`config.mk`:
```
export PLATFORM = sky130hd
export DESIGN_NAME = lfsr_sample_source
export DESIGN_NICKNAME = d
export VERILOG_FILES = /design/src/rtl/lfsr_sample_source.sv
export SDC_FILE = /design/constraint.sdc
export NUM_CORES = 1
export LEC_CHECK = 0
export ABC_CLOCK_PERIOD_IN_PS = 1400
export CAP_MARGIN = 0
export CORE_UTILIZATION = 29
export DETAILED_ROUTE_END_ITERATION = 8
export PLACE_DENSITY = 0.62
export SYNTH_ARGS = -nofsm -noshare
export SYNTH_HDL_FRONTEND = slang
export SYNTH_SLANG_ARGS = --single-unit
```
`constraint.sdc`:
```
create_clock -name clk -period 1.4 [get_ports clk]
set_clock_uncertainty 0.15 [all_clocks]
set_input_delay 0.21 -clock clk [delete_from_list [all_inputs] [get_ports clk]]
set_output_delay 0.21 -clock clk [all_outputs]
set_load 0.02 [all_outputs]
```
`src/rtl/lfsr_sample_source.sv`:
```
// lfsr_sample_source: emits NUM_SAMPLES LFSR-derived operand pairs over valid/ready, then pulses done
module lfsr_sample_source #(
  parameter int          INPUT_WIDTH = 4,
  parameter int          NUM_SAMPLES = 1024,
  parameter logic [15:0] SEED_A      = 16'h0001,
  parameter logic [15:0] SEED_B      = 16'hACE1
) (
  input  logic                               clk,
  input  logic                               rst,
  input  logic                               start,
  input  logic                               out_ready,
  output logic                               out_valid,
  output logic [INPUT_WIDTH-1:0]             a,
  output logic [INPUT_WIDTH-1:0]             b,
  output logic                               busy,
  output logic                               done,
  output logic [$clog2(NUM_SAMPLES+1)-1:0]   sample_count
);
  localparam int CW = $clog2(NUM_SAMPLES+1);
  localparam logic [15:0] SA = (SEED_A == 16'h0) ? 16'h0001 : SEED_A;
  localparam logic [15:0] SB = (SEED_B == 16'h0) ? 16'h0001 : SEED_B;
  typedef enum logic {IDLE, RUN} state_t;
  state_t state, state_nx;
  logic [15:0] lfsr_a, lfsr_b;
  logic hs, last;
  function automatic logic [15:0] step(input logic [15:0] s);
    return {s[14:0], s[15] ^ s[13] ^ s[12] ^ s[10]};
  endfunction
  assign hs   = out_valid & out_ready;
  assign last = sample_count == CW'(NUM_SAMPLES - 1);
  always_ff @(posedge clk)
    state <= rst ? IDLE : state_nx;
  always_comb
    state_nx = (state == IDLE) ? (start ? RUN : IDLE) : ((hs && last) ? IDLE : RUN);
  // outputs come straight from registers, so out_ready never reaches them combinationally
  always_comb begin
    out_valid = state == RUN;
    busy      = state == RUN;
    a         = lfsr_a[INPUT_WIDTH-1:0];
    b         = lfsr_b[INPUT_WIDTH-1:0];
  end
  always_ff @(posedge clk) begin
    if (rst) begin
      lfsr_a       <= SA;
      lfsr_b       <= SB;
      sample_count <= '0;
      done         <= 1'b0;
    end else begin
      done <= (state == RUN) && hs && last;
      if (state == IDLE && start) begin
        lfsr_a       <= SA;
        lfsr_b       <= SB;
        sample_count <= '0;
      end else if (state == RUN && hs) begin
        lfsr_a       <= step(lfsr_a);
        lfsr_b       <= step(lfsr_b);
        sample_count <= sample_count + CW'(1);
      end
    end
  end
endmodule

```
==> impl_results.rst <==
.. list-table::
   :header-rows: 1

   * - Metric
     - Value
   * - Wire length on met3
     - 155 um
   * - Syn avg cell area
     - 8.252 sq um
   * - Antenna Nets Post-Route
     - 0
   * - Maximum fanout along the worst path
     - 8
   * - Ys Warns
     - 0
   * - Dpl hpwl
     - 2339 um
   * - Clock insertion delay at the later pin of the skew report
     - 0.30 ns
   * - Max-capacitance violation count
     - 0
   * - Chip height
     - 81.12 um
   * - Worst R2R Path Depth
     - 4
   * - IO Count
     - 26
   * - Cell taking the most area after synthesis
     - dfxtp_1
   * - Area overhead of the layout relative to synthesis
     - 34.60%
   * - Crit. End Element
     - flip-flop
   * - Unrepaired setup endpoints after global routing
     - yes
   * - Cell count of the worst hold path
     - 2
   * - Effective utilization at floorplan
     - 30.30%
   * - Worst Hold Class
     - reg2reg
   * - Clock transition at the register clock pins on the worst setup and hold paths after CTS
     - 0.08 ns
   * - Top cell type's share of synthesized area
     - 49.62%
   * - Final critical delay including setup and external delays
     - 1.417 ns
   * - Outcome
     - finished with violations
   * - CTS sink count
     - 45
   * - Total number of placement rows
     - 28
   * - CTS buffer count
     - 5
   * - Post-detailed-route wirelength per cell
     - 10.95 um
   * - Post-layout instance count excluding filler cells
     - 332
   * - Worst endpoint required time
     - 1.49 ns
   * - Via total after detailed routing
     - 1522
   * - Tightest Pin Transition
     - 0.3539 ns
   * - Flip-flop and latch count after synthesis
     - 45
   * - Number of search-and-repair iterations in the first detailed-routing pass
     - 4
   * - Number of cells produced by synthesis
     - 220
   * - Syn nets
     - 225
   * - Nets
     - 261
   * - Violations in the final reports
     - negative setup slack
   * - Clock tree from TritonCTS
     - built
   * - Final setup violation count
     - 2
   * - H-Tree Level Count
     - 2
   * - Portion of the post-synthesis area used by sequential elements
     - 49.62%
   * - CP Launch Type
     - flip-flop
   * - GRT Total Usage
     - 12.32%
   * - Count of different cell masters after synthesis
     - 27
   * - Maximum number of pins on one net before global-route repair
     - 32
   * - Share of post-route cells with drive strength above 1
     - 24.12%
   * - Number of antenna violations at the first check in global routing
     - 0
   * - Total inserted antenna cells
     - 0
   * - Slew margin rel.
     - 76.21%
   * - Global placer's final weighted congestion
     - 0.7418
   * - Setup slack at placement
     - -0.4021 ns
   * - Most area-consuming cells after synthesis
     - dfxtp_1 50%, nand2_1 13%, a21oi_1 8.5%
   * - Overflow left after global routing
     - 0
   * - Total length of routed wires
     - 3637 um
   * - Power density cells
     - 1004 nW/um^2
   * - Cell with the most instances after synthesis
     - nand2_1
   * - Smallest setup slack after layout
     - -0.01664 ns
   * - Total count of hold-check failures in the final report
     - 0
   * - Max Used Layer
     - met4
   * - DR DRC count
     - 0
   * - Floorplan die width
     - 81.12 um
   * - Die area
     - 6580 sq um
   * - Metal1 wirelength
     - 1807 um
   * - Met2 wire length
     - 1611 um
   * - I/O Buffers
     - 25
   * - Placed instance count
     - 318
   * - Timing-limited maximum frequency
     - 705.9 MHz
   * - Worst-case clock buffer depth
     - 2
   * - Leak Pwr
     - 0.0008996 uW
   * - Synth cell count leaders
     - 65 x nand2_1, 45 x dfxtp_1, 31 x a21oi_1, 9 x buf_4, 9 x nand3_1
   * - Vias in the first global route
     - 1407
   * - Core region area
     - 5991 sq um
   * - Fraction of the cycle the final worst path needs
     - 101.2%
   * - Data arrival time of the worst path
     - 1.51 ns
   * - CTS Hold Buffers Added
     - 0
   * - Root buffer selected by CTS
     - clkbuf_8
   * - Number of enable flip-flop cells after synthesis
     - 0
   * - Post-synth ARST share
     - 0%
   * - Worst ir drop on vdd
     - 0.0003921 V
   * - Via/cell ratio
     - 4.584
   * - Global-route wire length before repair
     - 6168 um
   * - WS Path Type
     - reg2reg
   * - Mapped cell area
     - 1815 sq um
   * - Final max-slew violation count
     - 0
   * - Violation count after the first detailed-route iteration
     - 35
   * - Most instantiated flip-flop cell in the synthesis netlist
     - dfxtp_1
worst paths after layout:
path                                       from              end  slack [ns]
worst max-delay path            sample_count[4]  sample_count[9]       -0.02
worst min-delay path                  lfsr_b[8]        lfsr_b[9]        0.29
worst max register to register  sample_count[4]  sample_count[9]       -0.02
worst min register to register        lfsr_b[8]        lfsr_b[9]        0.29
sequential cells by signal, indices dropped and copies added, names as in the netlist:
name          flops
busy              1
lfsr_a           16
done              1
lfsr_b           16
sample_count     11
critical path, cell delays in order (launching register included):
cell	delay, ns
dfxtp_4	0.36
nand3_2	0.07
buf_6	0.13
or4_4	0.51
a21oi_2	0.13
cells in the final DEF, fill, tap and decap left out, drive strengths merged:
master	netlist	layout
a211oi	1	1
inv	5	5
o31ai	4	4
o21ai	3	3
or4	4	4
and3	1	1
dfxtp	45	45
a31oi	2	2
clkinvlp	0	1
xnor2	8	8
nand2	65	65
clkdlybuf4s15	0	9
nor2b	1	1
ha	1	1
buf	17	29
clkbuf	5	8
a21oi	31	31
nor2	4	4
dlygate4sd2	0	10
or2	1	1
nand3	10	10
and2	1	1
or3	5	5
nand4	2	2
nor4	3	3
mux2i	1	1
clkdlybuf4s50	0	2
what timing repair did:
item                                   in CTS  in global routing
buffers inserted                            6                  0
pin swaps                                   4                  7
resized for setup                          41                 16
endpoints found under the hold margin       0                  0
setup endpoints to repair                  28                 21
final cells by class:
| type | count | area [sq um] |
|---|---|---|
| Tap cell | 75 | 93.84 |
| Clock buffer | 7 | 107.6 |
| Timing Repair Buffer | 51 | 464.2 |
| Sequential cell | 45 | 933.4 |
| Inverter | 5 | 18.77 |
| Multi-Input combinational cell | 148 | 818.3 |
| Clock inverter | 1 | 7.507 |
| Fill cell | 603 | 3547 |
where the power goes:
| group | leakage (uW) | switching [uW] | internal [uW] |
|---|---|---|---|
| logic | 0.000472 | 109 | 85.5 |
| registers | 0.000372 | 19.9 | 1290 |
| clock network | 0.0000556 | 442 | 509 |
routing by layer:
| layer | GRT usage [%] | vias up |
|---|---|---|
| li1 | - | 796 |
| met1 | 14.50 | 693 |
| met2 | 20.17 | 27 |
| met3 | 3.708 | 6 |
| met4 | 6.250 | 0 |
| met5 | 0 | - |
through the flow:
stage / hold WS [ns] / cell area [sq um] / utilization, % / power, uW / setup TNS (ns)
after floorplan: 0.2221 / 1848 / - / 1453 / -0.06361
after global placement: 0.2872 / 2253 / 37.61 / 1532 / -11.19
after detailed placement: 0.2959 / 2253 / 37.61 / 1534 / -11.82
after CTS: 0.2953 / 2435 / 40.64 / 2491 / -0.03096
after global routing: 0.3235 / 2444 / 40.79 / 2561 / -0.4344
final: 0.2941 / 2444 / 40.79 / 2452 / -0.02228
cell families after synthesis:
kind of cell	share of synthesized area (%)
AO/OA/AOI/OAI	12.13
adder cells (fa/ha/maj)	0.6891
flip-flops	49.62
XOR/XNOR	3.860
multiplexers	0.5514
AND/OR/NAND/NOR	25.16
buffers and inverters	7.995
Note: power is estimated with default switching activity, not from simulation.
